<file path="config.mk">
export PLATFORM = sky130hd
export DESIGN_NAME = fifo_stream_reader
export DESIGN_NICKNAME = d
export VERILOG_FILES = /design/src/rtl/fifo_pkg.sv /design/src/rtl/prefetch_buf.sv /design/src/rtl/fifo_stream_reader.sv
export SDC_FILE = /design/constraint.sdc
export NUM_CORES = 1
export LEC_CHECK = 0
export ABC_AREA = 1
export CORE_ASPECT_RATIO = 1.2
export CORE_UTILIZATION = 25
export DETAILED_ROUTE_END_ITERATION = 10
export SLEW_MARGIN = 10
export SYNTH_ARGS = -nofsm -noshare
export SYNTH_HDL_FRONTEND = slang
export SYNTH_SLANG_ARGS = --single-unit
</file>
<file path="constraint.sdc">
create_clock -name oclk -period 3.1 [get_ports oclk]
set_input_delay 0.465 -clock oclk [delete_from_list [all_inputs] [get_ports oclk]]
set_output_delay 0.465 -clock oclk [all_outputs]
set_load 0.02 [all_outputs]
</file>
<file path="src/rtl/fifo_pkg.sv">
// Shared types for the FIFO read-side stream adapter: read FSM states and a width helper.
package fifo_pkg;

  typedef enum logic {
    RUN   = 1'b0,
    DRAIN = 1'b1
  } rd_state_t;

  // Width of a counter that must hold 0..n inclusive, for power-of-2 n.
  function automatic int clog2_p1(input int n);
    return $clog2(n) + 1;
  endfunction

endpackage

</file>
<file path="src/rtl/prefetch_buf.sv">
// Prefetch buffer: DEPTH x DW sync FIFO, head visible with zero latency from registered storage.
// A push into a full buffer is taken only if a pop frees the slot in the same cycle; clear has priority.
module prefetch_buf
  import fifo_pkg::*;
#(
  parameter int DEPTH = 4,
  parameter int DW    = 16,
  parameter int LW    = clog2_p1(DEPTH)
) (
  input  logic          clk,
  input  logic          rst_n,
  input  logic          push,
  input  logic [DW-1:0] din,
  input  logic          pop,
  input  logic          clear,
  output logic          full,
  output logic [LW-1:0] level,
  output logic [DW-1:0] head
);

  localparam int PW = $clog2(DEPTH);

  logic [DW-1:0] r_mem [DEPTH];
  logic [PW-1:0] r_wr_ptr;
  logic [PW-1:0] r_rd_ptr;
  logic [LW-1:0] r_level;
  logic          w_pop_ok;
  logic          w_push_ok;

  assign full      = (r_level == LW'(DEPTH));
  assign w_pop_ok  = pop && (r_level != '0);
  assign w_push_ok = push && (!full || w_pop_ok);

  always_ff @(posedge clk or negedge rst_n) begin
    if (!rst_n) begin
      r_wr_ptr <= '0;
      r_rd_ptr <= '0;
      r_level  <= '0;
    end else if (clear) begin
      r_wr_ptr <= '0;
      r_rd_ptr <= '0;
      r_level  <= '0;
    end else begin
      if (w_push_ok) r_wr_ptr <= r_wr_ptr + PW'(1);
      if (w_pop_ok)  r_rd_ptr <= r_rd_ptr + PW'(1);
      case ({w_push_ok, w_pop_ok})
        2'b10:   r_level <= r_level + LW'(1);
        2'b01:   r_level <= r_level - LW'(1);
        default: r_level <= r_level;
      endcase
    end
  end

  always_ff @(posedge clk) begin
    if (w_push_ok && !clear) r_mem[r_wr_ptr] <= din;
  end

  // Storage is not reset, so an empty buffer presents zero rather than stale or unknown data.
  assign head  = (r_level != '0) ? r_mem[r_rd_ptr] : '0;
  assign level = r_level;

endmodule

</file>
<file path="src/rtl/fifo_stream_reader.sv">
// Turns simple_fifo's fixed-latency ord/odata_valid read port into a valid/ready stream.
// Reads are issued speculatively against buffer credit, so tready held high gives one word per cycle.
module fifo_stream_reader
  import fifo_pkg::*;
#(
  parameter int LATENCY    = 2,
  parameter int ADDR_WIDTH = 13,
  parameter int DATA_WIDTH = 16,
  parameter int BUF_DEPTH  = 4
) (
  input  logic                            oclk,
  input  logic                            oreset_n,
  input  logic [ADDR_WIDTH:0]             ofull_count,
  output logic                            ord,
  input  logic [DATA_WIDTH-1:0]           odata,
  input  logic                            odata_valid,
  input  logic                            flush,
  output logic [DATA_WIDTH-1:0]           tdata,
  output logic                            tvalid,
  input  logic                            tready,
  output logic [clog2_p1(BUF_DEPTH)-1:0]  level,
  output logic                            buf_overrun
);

  localparam int LW = clog2_p1(BUF_DEPTH);
  localparam int IW = clog2_p1(LATENCY);
  localparam int SW = LW + IW;
  localparam int CW = ADDR_WIDTH + 1;

  rd_state_t             r_state;
  rd_state_t             w_state_nxt;
  logic [IW-1:0]         r_inflight;
  logic                  r_ord_q;
  logic                  r_overrun;
  logic                  w_push;
  logic                  w_pop;
  logic                  w_full;
  logic                  w_room;
  logic                  w_has_avail;
  logic [LW-1:0]         w_level;
  logic [SW-1:0]         w_credit;
  logic [DATA_WIDTH-1:0] w_head;

  // r_inflight counts reads older than last cycle; r_ord_q covers last cycle's read,
  // so the sum below is every word that can still land in the buffer.
  assign w_credit    = SW'(r_inflight) + SW'(w_level) + SW'(r_ord_q);
  assign w_room      = (w_credit < SW'(BUF_DEPTH));
  // ofull_count does not yet reflect last cycle's read; a zero count never wraps to a huge avail.
  assign w_has_avail = (ofull_count > CW'(r_ord_q));
  assign w_pop       = tvalid && tready;

  always_comb begin
    w_state_nxt = r_state;
    ord         = 1'b0;
    w_push      = 1'b0;
    case (r_state)
      RUN: begin
        ord    = oreset_n && w_room && w_has_avail && !flush;
        w_push = odata_valid && !flush;
        if (flush) w_state_nxt = DRAIN;
      end
      DRAIN: begin
        if ((r_inflight == '0) && !r_ord_q && !flush) w_state_nxt = RUN;
      end
      default: w_state_nxt = RUN;
    endcase
  end

  always_ff @(posedge oclk or negedge oreset_n) begin
    if (!oreset_n) begin
      r_state    <= RUN;
      r_ord_q    <= 1'b0;
      r_inflight <= '0;
      r_overrun  <= 1'b0;
    end else begin
      r_state <= w_state_nxt;
      r_ord_q <= ord;
      if (r_ord_q && !odata_valid)
        r_inflight <= r_inflight + IW'(1);
      else if (!r_ord_q && odata_valid && (r_inflight != '0))
        r_inflight <= r_inflight - IW'(1);
      if (w_push && w_full && !w_pop) r_overrun <= 1'b1;
    end
  end

  prefetch_buf #(
    .DEPTH (BUF_DEPTH),
    .DW    (DATA_WIDTH),
    .LW    (LW)
  ) u_buf (
    .clk   (oclk),
    .rst_n (oreset_n),
    .push  (w_push),
    .din   (odata),
    .pop   (w_pop),
    .clear (flush),
    .full  (w_full),
    .level (w_level),
    .head  (w_head)
  );

  assign tvalid      = (w_level != '0);
  assign tdata       = w_head;
  assign level       = w_level;
  assign buf_overrun = r_overrun;

endmodule

</file>
# Yosys cells after proc, flatten, opt, wreduce, memory -nomap -nowiden
# Memory sizes are Yosys's and may differ from the RTL's.
# Cells that the tools add are included.
# op_classes
magnitude_cmp	2
n_eq_ne	3
reduce_logical	28
bitwise_logic	1
muxes	16
n_addsub	8
# ops
operator	count
16-bit two-way mux	1
1-bit logical AND	15
14-bit by 1-bit > comparator with 1-bit output	1
2-bit two-way mux	6
2-bit nonzero test	4
2-bit by 1-bit adder with 2-bit output (second input constant)	3
1-bit two-way mux	6
3-bit one-hot mux with 2 select lines	1
3-bit nonzero test	2
4-bit by 1-bit adder with 5-bit output	1
1-bit zero test	5
5-bit by 3-bit < comparator with 1-bit output (second input constant)	1
2-bit by 3-bit adder with 4-bit output	1
3-bit by 1-bit adder with 3-bit output (second input constant)	1
3-bit equality test (second input constant)	1
3-bit two-way mux	1
3-bit by 1-bit subtractor with 3-bit output (second input constant)	1
2-bit by 1-bit equality test with 1-bit output (second input constant)	1
2-bit equality test (second input constant)	1
2-bit zero test	1
1-bit one-hot mux with 2 select lines	1
2-bit by 1-bit subtractor with 2-bit output (second input constant)	1
1-bit logical OR	1
1-bit NOT	1
# totals
ff_bits	12
ramBits	64
n_memories	1
output_inout_bits	22
input_bits	35
elab_cells	66
# memory_table
memory	depth	width	rd	rd_clocked_by_memory_dff	wr	line	rtl
u_buf.r_mem	4	16	1	0	1	prefetch_buf.sv:23	logic [DW-1:0] r_mem [DEPTH];

# Logic depth before layout (Yosys ltp)
# Gate-level depths: netlist of the first run.
# depth
depth_word	8
ltp_mapped	11
depth_no_buf	11

# By module
# Synthesis of the first run repeated with hierarchy kept, for this count alone.
# unflattened
cells_unflattened	321
hier_area_um2	3407.0
# modules_own_cells
module	cells_per_inst	seq_area_each_um2	n_inst	area_each_um2
prefetch_buf	256	2097.0	1	3010.4
fifo_stream_reader	65	125.1	1	396.6

# Least setup slack after synthesis of the first run
# OpenSTA, ideal clock, no wires.
# synth_path
path_kind	register to register
from	register u_buf.r_level[0], in the netlist u_buf.level[0]
to	memory u_buf.r_mem[0][0] (enable)
setup_slack_ns	1.135
required_ns	2.711
stages_incl_launch_ff	5
n_path_buf	0
synth_period_minus_slack_ns	1.965
setup_ns	0.389
arrival_time_ns	1.577
cell_sequence	dfrtp_1 -> nor2_4 -> nand3_2 -> nand2_2 -> nor2_1
# synth_via
elab_chain_cells	8
elab_cells_between_ends	10
classes_between	eq/ne (1); mux (2); reduce/logical (7)
# synth_rtl
item	line	rtl
from (decl)	prefetch_buf.sv:26	logic [LW-1:0] r_level;
from (signal assigned)	prefetch_buf.sv:47	2'b10: r_level <= r_level + LW'(1);
from (signal assigned)	prefetch_buf.sv:48	2'b01: r_level <= r_level - LW'(1);
from (signal assigned)	prefetch_buf.sv:49	default: r_level <= r_level;
3-bit nonzero test	prefetch_buf.sv:31, fifo_stream_reader.sv:102	
1-bit logical AND	fifo_stream_reader.sv:50	assign w_pop = tvalid && tready;
1-bit logical AND	prefetch_buf.sv:31	assign w_pop_ok = pop && (r_level != '0);
1-bit logical OR *	prefetch_buf.sv:32	assign w_push_ok = push && (!full || w_pop_ok);
1-bit logical AND *	prefetch_buf.sv:32	
1-bit logical AND *	prefetch_buf.sv:55	if (w_push_ok && !clear) r_mem[r_wr_ptr] <= din;
1-bit two-way mux *	prefetch_buf.sv:55	
1-bit two-way mux (implied by the code) *	prefetch_buf.sv:55	
to (decl)	prefetch_buf.sv:23	
# Every way passes the cells marked *; elsewhere a longest branch is shown, timed or not.

# Final worst setup path of the first run
# layout_path
from	register u_buf.r_rd_ptr[1]
to	output port tdata[0]
# layout_via
elab_chain_cells	2
# layout_rtl
item	line	rtl
from (decl)	prefetch_buf.sv:25	logic [PW-1:0] r_rd_ptr;
from (signal assigned)	prefetch_buf.sv:45	if (w_pop_ok) r_rd_ptr <= r_rd_ptr + PW'(1);
memory read 4 x 16 bit	--	
16-bit two-way mux	prefetch_buf.sv:59	assign head = (r_level != '0) ? r_mem[r_rd_ptr] : '0;
to (decl)	fifo_stream_reader.sv:18	output logic [DATA_WIDTH-1:0] tdata,
# Every way passes these cells.

==> impl_results.md, run 1 <==
- GRT overflow: 0
- Max-capacitance violation count: 0
- Max VDD drop: 0.375 mV
- Layout Nets: 397
- Critical path's top delay family: buffers and inverters
- Number of I/O pins: 57
- GRT Util Overall: 0.110
- Tcrit/Tclk final: 0.851
- Endpoints failing setup: 0
- Most area-consuming cells after synthesis: edfxtp_1 (57%), dfrtp_1 (9.0%), nor2_1 (8.3%)
- CTS Hold Bufs: 0
- Row cnt: 45
- Fin crit period: 2.64 ns
- Max Slew Vio Count: 0
- Area occupied by multi-input gates: 967 um2
- Initial antenna violation count: 0
- Initial Utilization: 0.260
- Reg clk slew, reported paths: 0.06 ns
- First-pass GRT wire length: 11300 um
- Status: complete, no violations
- Syn Nets: 334
- Post-CTS Setup Repair Bufs: 0
- Total Routed Length: 7130 um
- Routed len/inst: 13.6 um
- Gpl congestion: 0.761
- Largest net degree at the start of global routing: 34
- Mapped cell area: 0.00334 mm2
- Slew @ Worst Pin: 0.501 ns
- TritonRoute pass-1 iters: 4
- P&R area growth vs syn: 31.3%
- Dominant cell type by area after synthesis: edfxtp_1
- Count of antenna-violating nets left after detailed routing: 0
- WP data arrival: 2.17 ns
- Cts repair resizes: 0
- Yosys warning count: 0
- Required @ worst endpoint: 2.63 ns
- Drt drc: 0
- DR iter-0 viols: 100
- Worst setup margin: 0.461 ns
- Setup TNS: 0 ns
- Cell breakdown of the critical path: inv_2, nor2_1, o21ai_0, a21oi_1, clkdlybuf4s50_1
- Clock buffer depth: 2
- Fraction of final layout cells with drive strength greater than 1: 0.120
- Buf/Inv on CP: 2
- H-tree depth: 3
- Pwr Density: 764 mW/mm2
- Clock Latency Late Sink: 0.33 ns
- Die area: 0.0138 mm2
- Synth unique cells: 32
- CTS tree: built
- CP Launch Type: flip-flop
- Root Buffer: clkbuf_16
- FF/Latch Area: 0.00222 mm2
- Sequential area share after synthesis: 0.665
- Num Clock Sinks: 76
- Top cells by count, synth: nor2_1 (74), edfxtp_1 (64), o21ai_0 (34)
- Dpl ws: 0.431 ns
- Worst Clk Skew: 0.00814 ns
- Post-DP HPWL: 4700 um
- Tightest Hold Check Type: input pin to async pin
- Final hold violations: 0
- RSZ-0062 raised after global routing: false
- Via count: 2263
- Worst stage delay on the critical path: 0.65 ns
- Cells after Synth: 291
- Slowest cell on the critical path: clkdlybuf4s50_1
- Mapped Avg Cell Area: 11.5 um2
- Core Area: 0.0128 mm2
- Vias in the first global route: 2248
- Leakage: 1.61 nW
- # diodes: 0
- Top FF cell, synth: edfxtp_1
- #FFs+latches synth: 76
- Filler Cell Count: 1314
- Synth top area share: 0.575
- Cts bufs inserted: 9
- Max Freq: 0.379 GHz
- Worst hold slack: 0.493 ns
- EDFF count, synth: 64
- Port buffer count: 56
- Top-count cell post-synth: nor2_1
- WS Path Type: flip-flop to output port
- Share of synthesized registers carrying an async set or reset: 0.158
- Die outline width: 108 um
- Relative slew slack: 0.666
- Vias per cell: 4.33
- Crit-path max FO: 18
- Die Y: 129 um
- CP Capture Type: output port
- Total Power Consumption: 0.00336 W
- Final core occ: 0.342
[cell families (layout without fill, tap and decap cells)]
| kind of cell | count (synthesis) | in the layout | synth area share |
|---|---|---|---|
| adder cells (fa/ha/maj) | 8 | 8 | 0.0322 |
| buffers and inverters | 32 | 100 | 0.0460 |
| flip-flops | 76 | 76 | 0.665 |
| AO/OA/AOI/OAI | 61 | 61 | 0.0958 |
| XOR/XNOR | 2 | 2 | 0.00524 |
| AND/OR/NAND/NOR | 112 | 112 | 0.156 |
[worst register-to-register path: cells and delay by family (launching register included)]
kind | cells | cell delay, ns
xor gates and xnor gates | 1 | 0.21
adders and majority gates | 1 | 0.38
buffers and inverters | 2 | 0.13
and+or+nand+nor | 7 | 0.67
DFF | 1 | 0.48
[report_power, final]
group	leakage (nW)	internal (W)	switching, W
Combinational	0.730	0.000453	0.000629
Sequential	0.733	0.00117	0.0000694
Clock	0.150	0.000627	0.000403
Total	1.61	0.00225	0.00110
[cells in the final DEF, fill, tap and decap left out, drive strengths merged]
| cell type | netlist | final |
|---|---|---|
| o211ai | 1 | 1 |
| nor2 | 75 | 75 |
| a21oi | 20 | 20 |
| o21bai | 1 | 1 |
| clkinv | 0 | 5 |
| dfrtp | 12 | 12 |
| bufinv | 0 | 1 |
| a21o | 1 | 1 |
| clkbuf | 2 | 9 |
| xnor2 | 1 | 1 |
| nand2 | 16 | 16 |
| or2 | 2 | 2 |
| nand4 | 3 | 3 |
| inv | 20 | 21 |
| clkdlybuf4s50 | 0 | 56 |
| nand3 | 13 | 13 |
| o21ai | 38 | 38 |
| xor2 | 1 | 1 |
| nor4 | 1 | 1 |
| buf | 10 | 8 |
| nor3 | 2 | 2 |
| fa | 1 | 1 |
| ha | 7 | 7 |
| edfxtp | 64 | 64 |
[worst paths after layout]
check,slack (ns),end,cells after the start,startpoint
worst max-delay path,0.46,tdata[0],5,u_buf.r_rd_ptr[1]$_DFFE_PN0P_
min in group oclk,0.50,buf_overrun$_DFFE_PN0P_,1,buf_overrun$_DFFE_PN0P_
worst min-delay path,0.49,u_buf.level[0]$_DFFE_PN0P_,2,oreset_n
worst max register to register,1.12,u_buf.level[2]$_DFFE_PN0P_,11,u_buf.level[1]$_DFFE_PN0P_
worst min register to register,0.50,buf_overrun$_DFFE_PN0P_,1,buf_overrun$_DFFE_PN0P_
max in group asynchronous,2.44,u_buf.r_wr_ptr[1]$_DFFE_PN0P_,2,oreset_n
[state kept, by name, indices dropped and copies added (netlist names)]
name,cells
r_inflight,2
u_buf.r_mem,64
u_buf.level,3
u_buf.r_rd_ptr,2
u_buf.r_wr_ptr,2
r_ord_q,1
buf_overrun,1
r_state,1
[area by class of cell]
type	count	area share
Clock buffer	9	0.0513
Clock inverter	7	0.0171
Inverter	20	0.0171
Multi-Input combinational cell	183	0.220
Sequential cell	76	0.506
Tap cell	164	0.0467
Timing Repair Buffer	64	0.141
[metal layers]
metal	vias up	routed length [um]	GRT usage
li1	1136	-	-
met1	1063	3120	0.132
met2	58	3560	0.184
met3	6	354	0.0294
met4	0	93	0.0459
met5	-	0	0
[stage by stage]
stage | area (um2) | instances
2_1_floorplan | 3340 | 291
3_3_place_gp | 4090 | 507
3_5_place_dp | 4090 | 507
4_1_cts | 4390 | 523
5_1_grt | 4390 | 523
6_report | 4390 | 523
Note: power is estimated with default switching activity, not from simulation.
==> run 2, diff against run 1 <==
==> constraint.sdc (replaced) <==
create_clock -name oclk -period 3.1 [get_ports oclk]
set_input_delay 0.465 -clock oclk [delete_from_list [all_inputs] [get_ports oclk]]
set_output_delay 0.465 -clock oclk [all_outputs]
set_load 0.01 [all_outputs]
==> impl_results.md, run 2 (synthesis gave the netlist of run 1 again) <==
- CTS tree: built
- Final core occ: 0.340
- Worst stage delay on the critical path: 0.58 ns
- Crit-path max FO: 18
- Status: complete, no violations
- Die area: 0.0138 mm2
- CP Capture Type: output port
- Max FFs per register: 64
- Via count: 2291
- Endpoints failing setup: 0
- Fraction of final layout cells with drive strength greater than 1: 0.114
- Initial Utilization: 0.260
- GRT Util Overall: 0.113
- FF-to-FF setup slack: 1.09 ns
- Slowest cell on the critical path: clkdlybuf4s50_1
- Max Slew Vio Count: 0
- Buf/Inv on CP: 3
- Leakage: 1.59 nW
- First-pass GRT wire length: 11700 um
- Post-route cell area: 0.00436 mm2
- Most frequent cells in the layout: nor2_1 (74), edfxtp_1 (64), clkdlybuf4s50_1 (56)
- Count of antenna-violating nets left after detailed routing: 0
- Total Power Consumption: 0.00315 W
- Die outline width: 108 um
- Relative slew slack: 0.670
- Row cnt: 45
- Placed Area: 0.00409 mm2
- CTS Hold Bufs: 0
- Max VDD drop: 0.353 mV
- Setup TNS: 0 ns
- Routed len/inst: 13.9 um
- Finished Layout Cells: 523
- Leading cell type in the layout, fill and taps excluded: nor2_1
- Root Buffer: clkbuf_16
- Post-DP HPWL: 4840 um
- H-tree depth: 3
- Max-capacitance violation count: 0
- Gpl congestion: 0.759
- Slew @ Worst Pin: 0.494 ns
- Total Routed Length: 7260 um
- Initial antenna violation count: 0
- Port buffer count: 56
- Num Clock Sinks: 76
- Cts repair resizes: 0
- Cts bufs inserted: 9
- Post-CTS Setup Repair Bufs: 0
- GRT overflow: 0
- Clock Latency Late Sink: 0.33 ns
- P&R area growth vs syn: 30.4%
- Worst Clk Skew: 0.0122 ns
- DR iter-0 viols: 107
- # diodes: 0
- WS Path Type: flip-flop to output port
- WP data arrival: 2.15 ns
- Tightest Hold Check Type: input pin to async pin
- Required @ worst endpoint: 2.63 ns
- Reg clk slew, reported paths: 0.06 ns
- Core Area: 0.0128 mm2
- Drt drc: 0
- TritonRoute pass-1 iters: 4
- Cell breakdown of the critical path: buf_4, inv_2, nor2_1, o21ai_0, a21oi_1, clkdlybuf4s50_1
- RSZ-0062 raised after global routing: false
- Largest reg by FF count: u_buf.r_mem
- CP Launch Type: flip-flop
- Number of I/O pins: 57
- Tcrit/Tclk final: 0.842
- Layout Nets: 397
- Largest net degree at the start of global routing: 34
- Final hold violations: 0
- Critical path's top delay family: buffers and inverters
- Vias in the first global route: 2356
- Die Y: 129 um
- Fin crit period: 2.61 ns
- Vias per cell: 4.38
- Dpl cells: 507
- Pwr Density: 723 mW/mm2
- Max Freq: 0.383 GHz
- Clock buffer depth: 2
-- run 2: cell types whose count changed in the layout (fill, tap and decap cells not counted) --
cell | previous run | this run
bufinv_16 | 1 | 0
clkbuf_1 | 0 | 1
clkinv_1 | 0 | 1
clkinv_2 | 2 | 1
clkinv_4 | 3 | 0
clkinvlp_4 | 0 | 3
-- run 2: per-layer routing --
layer  global-route usage  part of all wire  vias to the layer above
met2                0.193              0.52                       70
met3               0.0319             0.065                        6
met1                0.133              0.40                     1075
met4               0.0492             0.011                        0
met5                    0                 0                        -
li1                     -                 -                     1140
-- run 2: cell type report --
cell class	count	area, um2
flip-flops and latches	76	2220
multi-input cells	183	967
fillers	1319	8480
well taps	164	205
clock buffers	10	229
clock inverters	6	40.0
repair buffers	64	621
inverters	20	75.1
-- run 2: report_power, final --
group,switching (W),internal [W]
clock,0.000389,0.000539
combinational,0.000532,0.000452
sequential,0.0000655,0.00117
-- run 2: path summary, 6_finish.rpt --
path	end	startpoint	depth (start not counted)
hold reg to reg	buf_overrun$_DFFE_PN0P_	buf_overrun$_DFFE_PN0P_	1
setup / recovery	tdata[0]	u_buf.r_rd_ptr[1]$_DFFE_PN0P_	6
max in group asynchronous	u_buf.r_wr_ptr[1]$_DFFE_PN0P_	oreset_n	2
setup reg to reg	u_buf.level[2]$_DFFE_PN0P_	u_buf.level[1]$_DFFE_PN0P_	11
min in group oclk	buf_overrun$_DFFE_PN0P_	buf_overrun$_DFFE_PN0P_	1
hold / removal	u_buf.level[0]$_DFFE_PN0P_	oreset_n	2
-- run 2: metrics by stage --
step | hold WS (ns) | setup WS, ns
floorplan | 0.169 | 1.16
global placement | 0.491 | 0.534
detailed placement | 0.468 | 0.396
CTS | 0.494 | 0.396
global route | 0.502 | 0.320
finish | 0.487 | 0.490
